===== config.mk =====
export PLATFORM = sky130hd
export DESIGN_NAME = fft_pingpong_sched
export DESIGN_NICKNAME = d
export VERILOG_FILES = /design/src/rtl/fft_pingpong_sched.sv
export SDC_FILE = /design/constraint.sdc
export NUM_CORES = 1
export LEC_CHECK = 0
export ABC_AREA = 0
export CORE_MARGIN = 4
export CORE_UTILIZATION = 58
export CTS_BUF_LIST = sky130_fd_sc_hd__clkbuf_2 sky130_fd_sc_hd__clkbuf_4 sky130_fd_sc_hd__clkbuf_8
export DETAILED_ROUTE_END_ITERATION = 8
export GPL_TIMING_DRIVEN = 0
export PLACE_DENSITY = 0.79
export SKIP_CTS_REPAIR_TIMING = 1
export SKIP_LAST_GASP = 1
export SLEW_MARGIN = 0
export SYNTH_ARGS = -nofsm -noshare
export SYNTH_HDL_FRONTEND = slang
export SYNTH_SLANG_ARGS = --single-unit

===== constraint.sdc =====
create_clock -name clk -period 2.4 [get_ports clk]
set_input_delay 0.48 -clock clk [delete_from_list [all_inputs] [get_ports clk]]
set_output_delay 0.48 -clock clk [all_outputs]
set_load 0.05 [all_outputs]

===== src/rtl/fft_pingpong_sched.sv =====
`default_nettype none
// +----------------------------------------------------------------------------+
// | Module      : fft_pingpong_sched                                           |
// | Description : Ping-pong scheduler for loader, FFT core and unloader sharing |
// |               two working BRAM banks with per-bank ownership tracking.      |
// | Revision    : 1.0 - initial release                                        |
// +----------------------------------------------------------------------------+
module fft_pingpong_sched #(
  parameter int TIMEOUT_CYCLES = 16,
  parameter int CNT_WIDTH      = 16
) (
  input  logic                 clk,
  input  logic                 reset_n,
  input  logic                 sched_en,
  input  logic                 frame_avail,
  output logic                 load_go,
  output logic                 load_bank,
  input  logic                 load_busy,
  output logic                 fft_go,
  output logic                 fft_bank,
  input  logic                 fft_busy,
  output logic                 unload_go,
  output logic                 unload_bank,
  input  logic                 unload_busy,
  output logic                 sched_idle,
  output logic [CNT_WIDTH-1:0] frame_count,
  output logic                 sched_err
);

  localparam logic [2:0] c_FREE      = 3'd0;
  localparam logic [2:0] c_LOADING   = 3'd1;
  localparam logic [2:0] c_LOADED    = 3'd2;
  localparam logic [2:0] c_FFT       = 3'd3;
  localparam logic [2:0] c_DONE      = 3'd4;
  localparam logic [2:0] c_UNLOADING = 3'd5;

  localparam int              c_TO_W     = $clog2(TIMEOUT_CYCLES + 1);
  localparam logic [c_TO_W-1:0] c_TMO_LAST = c_TO_W'(TIMEOUT_CYCLES - 1);

  typedef enum logic [1:0] {
    ENG_IDLE = 2'd0,
    ENG_GO   = 2'd1,
    ENG_ARM  = 2'd2,
    ENG_RUN  = 2'd3
  } eng_state_t;

  // Engine index: 0 = loader, 1 = FFT core, 2 = unloader
  eng_state_t           r_eng     [3];
  logic [c_TO_W-1:0]    r_tmo     [3];
  logic [2:0]           r_bank_st [2];
  logic [2:0]           r_ptr;
  logic [2:0]           r_sel;
  logic [2:0]           r_go;
  logic [CNT_WIDTH-1:0] r_frame_count;
  logic                 r_err;

  logic [2:0] w_busy;
  logic [2:0] w_start;

  function automatic logic [2:0] f_pre(input int e);
    case (e)
      0:       return c_FREE;
      1:       return c_LOADED;
      default: return c_DONE;
    endcase
  endfunction

  function automatic logic [2:0] f_active(input int e);
    case (e)
      0:       return c_LOADING;
      1:       return c_FFT;
      default: return c_UNLOADING;
    endcase
  endfunction

  function automatic logic [2:0] f_next(input int e);
    case (e)
      0:       return c_LOADED;
      1:       return c_DONE;
      default: return c_FREE;
    endcase
  endfunction

  assign w_busy  = {unload_busy, fft_busy, load_busy};
  assign w_start = {sched_en && (r_bank_st[r_ptr[2]] == c_DONE),
                    sched_en && (r_bank_st[r_ptr[1]] == c_LOADED),
                    sched_en && frame_avail && (r_bank_st[r_ptr[0]] == c_FREE)};

  // Engines only ever claim banks in mutually exclusive states, so their
  // same-cycle writes to r_bank_st always land on different banks.
  always_ff @(posedge clk or negedge reset_n) begin
    if (!reset_n) begin
      for (int e = 0; e < 3; e++) begin
        r_eng[e] <= ENG_IDLE;
        r_tmo[e] <= '0;
      end
      r_bank_st[0]  <= c_FREE;
      r_bank_st[1]  <= c_FREE;
      r_ptr         <= '0;
      r_sel         <= '0;
      r_go          <= '0;
      r_frame_count <= '0;
      r_err         <= 1'b0;
    end else begin
      r_go <= '0;
      for (int e = 0; e < 3; e++) begin
        case (r_eng[e])
          ENG_IDLE: begin
            if (w_start[e]) begin
              r_eng[e]              <= ENG_GO;
              r_go[e]               <= 1'b1;
              r_sel[e]              <= r_ptr[e];
              r_bank_st[r_ptr[e]]   <= f_active(e);
            end
          end
          ENG_GO: begin
            r_eng[e] <= ENG_ARM;
            r_tmo[e] <= '0;
          end
          ENG_ARM: begin
            if (w_busy[e]) begin
              r_eng[e] <= ENG_RUN;
            end else if (r_tmo[e] == c_TMO_LAST) begin
              r_err                <= 1'b1;
              r_bank_st[r_sel[e]]  <= f_pre(e);
              r_eng[e]             <= ENG_IDLE;
            end else begin
              r_tmo[e] <= r_tmo[e] + 1'b1;
            end
          end
          ENG_RUN: begin
            if (!w_busy[e]) begin
              r_bank_st[r_sel[e]] <= f_next(e);
              r_ptr[e]            <= ~r_ptr[e];
              r_eng[e]            <= ENG_IDLE;
              if (e == 2) r_frame_count <= r_frame_count + 1'b1;
            end
          end
          default: r_eng[e] <= ENG_IDLE;
        endcase
      end
    end
  end

  assign load_go     = r_go[0];
  assign fft_go      = r_go[1];
  assign unload_go   = r_go[2];
  assign load_bank   = r_sel[0];
  assign fft_bank    = r_sel[1];
  assign unload_bank = r_sel[2];
  assign frame_count = r_frame_count;
  assign sched_err   = r_err;
  assign sched_idle  = (r_bank_st[0] == c_FREE) && (r_bank_st[1] == c_FREE) &&
                       (r_eng[0] == ENG_IDLE) && (r_eng[1] == ENG_IDLE) &&
                       (r_eng[2] == ENG_IDLE);

endmodule
`default_nettype wire


==> run metrics, run 1 <==
worst path required time=2600 ps; ys flop type=dfrtp_1; PD cells=888 nW/µm²; CTS tree=yes; clock-pin slew on the worst setup and hold paths=90 ps; Inserted Clock Buffers=5; synthesized area=2840 µm²; Period minus WS final=2290 ps; most frequent cells after synthesis=53 x dfrtp_1, 33 x nand2_1, 23 x nor2_1, 15 x o21ai_0; Post-Synth Adder-Cell Area=3.08%; Setup Crit Path Kind=flop to flop; Detailed Place HPWL=4360 µm; number of synthesis warnings=0; I/O pins=31; Filler cells=365; Die Wd=78.0 µm; DR vias/cell=5.83; r2r startpoint=r_tmo[5]$_DFFE_PN0P_; worst reg2reg path endpoint=r_tmo[8]$_DFFE_PN0P_; 1st-iter DRT viols=163; GP Congestion=0.894; FF-to-FF path depth=6; FF+latch count, synth=53; Max clock buf depth=2; DIE AREA=6080 µm²; largest family of logic cells by synthesized area=simple AND/OR/NAND/NOR gates; Syn Nets=308; Worst Setup Start Kind=flop; largest area contributor in the netlist=dfrtp_1; Slew HR=59.2%; Synth Area in Simple Gates=23.0%; GRT overflow=0; complex-gate fraction of the synthesized area=17.1%; Min-Delay Path Class=input port to async pin; Hold Worst Slack=179 ps; Non-Filler Instances=398; fin. max-slew vios=0; sequential area share after synthesis=46.7%; unrepaired setup endpoints after global routing=false; cell area after layout=3340 µm²; worst setup path start=r_tmo[5]$_DFFE_PN0P_; area grow syn2layout=17.7%; Worst EP arrival=2480 ps; final setup TNS=0 ps; Final Cycle Share=95.2%; CP max FO=9; clk_skew=4.11 ps; mean area per synthesized cell=9.66 µm²; core box area=4720 µm²; Starting Density=60.2%; Rows=25; dpl cells=390; H-tree depth=2; Placed Instance Area=3230 µm²; first-pass GRT wire length=10500 µm; final setup fails=0; n_diodes=0; drt first pass iters=4; worst-skew pair later-pin latency=300 ps; share of layout cells above drive strength 1=7.85%; register area=1330 µm²; port buffer count=28; antenna viol nets, final=0; Root Driver=clkbuf_8; Critical Path Sink=r_tmo[8]$_DFFE_PN0P_; chip height=78.0 µm; worst slew pin tran=604 ps; multi-input logic area=1410 µm²; Post-Place Setup Slack=-164 ps; multiplexer area fraction after synthesis=0.352%; drt drc=0; Max rail drop VDD=0.415 mV; maxcap violations=0; final setup margin=115 ps; vias in the first global route=2310; CTS sink cnt=53; Final Hold Vio Count=0; reg2reg setup slack=110 ps; Yosys top cell area share=46.7%; status=finished clean; largest cells by area after synthesis=dfrtp_1 47%, nand2_1 4.4%, xnor2_1 4.3%; Post-synth EDFFs=0; GRT Util Overall=21.5%; Final Net Count=344; initial antenna violation count=0; most frequent cell after synthesis=dfrtp_1; Post-synth ARST share=100%; CP Capture Type=flop; Max Fclk=438 MHz; Netlist cell types=57; largest net degree at the start of global routing=29; synthesized instance count=294; XOR/XNOR Fraction of Synth Area=5.55%; Pleak=1.47 nW; via count=2322; Routed WL per cell=15.2 µm; Post-Route WL=6060 µm
## where the power goes
group          leakage [nW]  switching (mW)  internal, mW
Combinational         0.723           0.649         0.420
Sequential            0.695           0.207          1.09
Clock                0.0543           0.290         0.312
Total                  1.47            1.15          1.82
## cell type report
cell class	count	area share, %
multi-input cells	213	42.0
flip-flops and latches	53	39.7
repair buffers	29	8.76
well taps	67	2.51
clock buffers	5	2.06
plain buffers	14	2.02
inverters	14	1.57
clock inverters	3	1.38
## stage by stage
stage	util, %	total power [mW]
3_3_place_gp	68.0	2.33
3_5_place_dp	68.3	2.37
6_report	70.8	2.97
4_1_cts	70.8	2.98
2_1_floorplan	-	2.06
5_1_grt	70.8	3.20
## worst max-delay path: stages (launching register included)
cell and delay, ps:
dfrtp_1 450, ha_1 250, and3_1 190, ha_1 170
clkbuf_1 190, or4b_2 670, a32o_1 270
## cell families after synthesis
logic type	count (synthesis)
buffers and inverters	28
AOI/OAI and AO/OA	66
DFF	53
and+or+nand+nor	121
xor gates and xnor gates	18
muxes	1
adders and majority gates	7
## metal layers
layer	routed length, µm	up-vias	track usage [%]
li1	-	1137	-
met4	47	0	6.64
met5	0	-	0
met1	2820	1136	29.5
met3	223	4	3.02
met2	2980	45	35.5
## registers in the layout, summed over array words and instances, names as in the netlist
name / flops
r_go: 3
r_ptr: 3
r_sel: 3
frame_count: 16
r_tmo: 15
r_bank_st: 6
sched_err: 1
r_eng: 6
## worst min-delay path by stage
stage	end	slack, ps	cells past startpoint
floorplan	frame_count[0]$_DFFE_PN0P_	180	0
global placement	frame_count[15]$_DFFE_PN0P_	460	1
detailed placement	frame_count[15]$_DFFE_PN0P_	460	1
CTS	r_tmo[12]$_DFFE_PN0P_	190	1
global route	r_tmo[12]$_DFFE_PN0P_	220	1
finish	r_tmo[12]$_DFFE_PN0P_	180	1
## cells in the final DEF (no fill, tap or decap), types with 4 or more instances in the layout
| cell type | netlist | layout |
|---|---|---|
| dfrtp_1 | 53 | 53 |
| nand2_1 | 33 | 33 |
| clkdlybuf4s50_1 | 0 | 26 |
| nor2_1 | 23 | 22 |
| o21ai_0 | 15 | 15 |
| inv_1 | 14 | 14 |
| xnor2_1 | 14 | 14 |
| nand3_1 | 11 | 11 |
| clkbuf_1 | 10 | 9 |
| and3_1 | 8 | 8 |
| a22o_1 | 8 | 8 |
| a21oi_1 | 7 | 7 |
| ha_1 | 7 | 7 |
| clkbuf_8 | 1 | 6 |
| a32o_1 | 6 | 6 |
| nor4_1 | 7 | 6 |
| a21o_1 | 5 | 5 |
| nor2b_1 | 4 | 4 |
| nor3_1 | 4 | 4 |
| nand4_1 | 4 | 4 |
| xor2_1 | 4 | 4 |
No activity file was read; power rests on OpenSTA's default activity.
==> inputs of run 2 (changes only) <==
SLEW_MARGIN = unset   (was 0)
==> results of run 2 <==
The final DEF is identical to that of run 1; final timing and power are the same.
==> inputs of run 3 (changes only) <==
PLACE_DENSITY = 0.82   (was 0.79)
SLEW_MARGIN = 30   (was unset)
==> run 3 against run 2 <==
Sequential power hardly changed. Power is 3.7% lower. Flip-flop and latch count stayed put. Critical endpoint unchanged. Largest power group unchanged. Critical path type unchanged.
==> run metrics, run 3 (same netlist as run 1, synthesis figures left out) <==
status=finished clean (unchanged); Die Wd=78.0 µm (unchanged); Inserted Clock Buffers=5 (unchanged); Filler cells=356 (was 365); CP top delay family=simple AND/OR/NAND/NOR gates (unchanged); I/O pins=31 (unchanged); Final Cycle Share=95.0% (was 95.2%); most frequent cells in the layout=53 x dfrtp_1, 33 x nand2_1, 26 x clkdlybuf4s50_1, 22 x nor2_1, 15 x o21ai_0 (unchanged); area grow syn2layout=16.7% (was 17.7%); GRT overflow=0 (unchanged); DR vias/cell=5.90 (was 5.83); P_int=1.72 mW (was 1.82 mW); Detailed Place HPWL=4270 µm (was 4360 µm); Root Driver=clkbuf_8 (unchanged); PD cells=863 nW/µm² (was 888 nW/µm²); fin. max-slew vios=0 (unchanged); CP max FO=9 (unchanged); vias in the first global route=2234 (was 2310); GP Congestion=0.861 (was 0.894); port buffer count=28 (unchanged); via count=2341 (was 2322); Net Sw Frac=40.0% (was 38.6%); max reg flops=16 (unchanged); 1st-iter DRT viols=173 (was 163); Placed Instance Area=3230 µm² (about the same); n_diodes=0 (unchanged); worst-skew pair later-pin latency=310 ps (was 300 ps); H-tree depth=2 (unchanged); sequential share of power=45.9% (was 43.7%); chip height=78.0 µm (unchanged); Setup Crit Path Kind=flop to flop (unchanged); unrepaired setup endpoints after global routing=false (unchanged); core box area=4720 µm² (unchanged); Worst Setup Start Kind=flop (unchanged); maxcap violations=0 (unchanged); Final Hold Vio Count=0 (unchanged); largest net degree at the start of global routing=30 (was 29); CP Capture Type=flop (unchanged); Rows=25 (unchanged); clk_skew=5.63 ps (was 4.11 ps); Min-Delay Path Class=input port to async pin (unchanged); most used cell, CP=ha_1 (unchanged); CP peak stage delay=660 ps (was 670 ps); Max rail drop VDD=0.479 mV (was 0.415 mV); Post-Route WL=5900 µm (was 6060 µm); crit path cell chain=ha_1, and3_1, ha_1, clkbuf_1, or4b_2, a32o_1 (unchanged); combinational share of power=36.2% (was 36.0%); worst path required time=2600 ps (about the same); Bufs and invs on worst path=1 (unchanged); Slew HR=59.8% (was 59.2%); cell area after layout=3320 µm² (was 3340 µm²); drt drc=0 (unchanged); GRT Util Overall=21.0% (was 21.5%); CTS tree=yes (unchanged); first-pass GRT wire length=10500 µm (about the same); Starting Density=60.2% (unchanged); Max clock buf depth=2 (unchanged); final setup fails=0 (unchanged); most common cell after layout, fill and taps aside=dfrtp_1 (unchanged); DIE AREA=6080 µm² (unchanged); drt first pass iters=4 (unchanged); clock-pin slew on the worst setup and hold paths=100 ps (was 90 ps); clock network power share=17.9% (was 20.3%); share of layout cells above drive strength 1=7.58% (was 7.85%); Max Fclk=439 MHz (was 438 MHz); Post-Route Utilization=70.2% (was 70.8%); critical path's slowest cell=or4b_2 (unchanged); Psw=1.14 mW (was 1.15 mW); Worst EP arrival=2480 ps (about the same); worst slew pin tran=594 ps (was 604 ps); Period minus WS final=2280 ps (was 2290 ps); Final Net Count=343 (was 344); Routed WL per cell=14.9 µm (was 15.2 µm); CTS sink cnt=53 (unchanged); initial antenna violation count=0 (unchanged); antenna viol nets, final=0 (unchanged); Pleak=1.46 nW (was 1.47 nW)
run 3: cell count changes in the layout (fill, tap and decap cells not counted), sizes merged:
cell    change
bufinv      -1
clkbuf      -1
inv         +1
run 3: power by group through the flow:
stage               logic [mW]  registers [mW]  clock network (mW)
floorplan                0.674            1.39                   0
global placement          1.03            1.30                   0
detailed placement        1.05            1.30                   0
CTS                       1.06            1.29               0.532
global route              1.16            1.35               0.565
finish                    1.03            1.31               0.512
run 3: final timing paths:
check | startpoint | to | slack, ps | cells past startpoint
worst min-delay path | reset_n | r_tmo[11]$_DFFE_PN0P_ | 70 | 1
worst min register to register | frame_count[15]$_DFFE_PN0P_ | frame_count[15]$_DFFE_PN0P_ | 470 | 1
min in group clk | frame_count[15]$_DFFE_PN0P_ | frame_count[15]$_DFFE_PN0P_ | 470 | 1
max in group asynchronous | reset_n | frame_count[1]$_DFFE_PN0P_ | 1890 | 2
worst max register to register | r_tmo[5]$_DFFE_PN0P_ | r_tmo[8]$_DFFE_PN0P_ | 120 | 6
worst max-delay path | r_tmo[5]$_DFFE_PN0P_ | r_tmo[8]$_DFFE_PN0P_ | 120 | 6
run 3: layout make-up:
type / count / area [µm²] / share of cell area (%)
buffer: 13 / 62.6 / 1.89
clock buffer: 5 / 68.8 / 2.08
clock inverter: 3 / 21.3 / 0.642
inverter: 14 / 52.6 / 1.58
multi-input combinational: 213 / 1410 / 42.4
sequential: 53 / 1330 / 40.0
tap: 67 / 83.8 / 2.53
timing repair buffer: 29 / 295 / 8.91
run 3: per-stage QoR:
step / cells / hold WS [ps] / power [mW] / setup TNS (ps) / worst slack (ps)
finish: 397 / 65.6 / 2.86 / 0 / 121
global route: 397 / 82.2 / 3.08 / 0 / 27.2
CTS: 398 / 73.6 / 2.88 / -522 / -522
detailed placement: 390 / 415 / 2.36 / -163 / -163
global placement: 389 / 462 / 2.33 / -39450 / -745
floorplan: 294 / 184 / 2.06 / 0 / 187
run 3: per-layer routing:
layer | up-vias | routed length (µm) | global-route usage (%) | part of all wire (%)
met5 | - | 0 | 0 | 0
met4 | 0 | 24 | 5.59 | 0.41
met3 | 4 | 309 | 3.60 | 5.2
met2 | 66 | 2770 | 33.7 | 47
met1 | 1133 | 2790 | 29.7 | 47
li1 | 1138 | - | - | -
run 3: worst register-to-register path: stages (launching register included):
cell and delay (ps):
dfrtp_1 440, ha_1 260, and3_1 200, ha_1 170, clkbuf_1 180, or4b_2 660
a32o_1 270
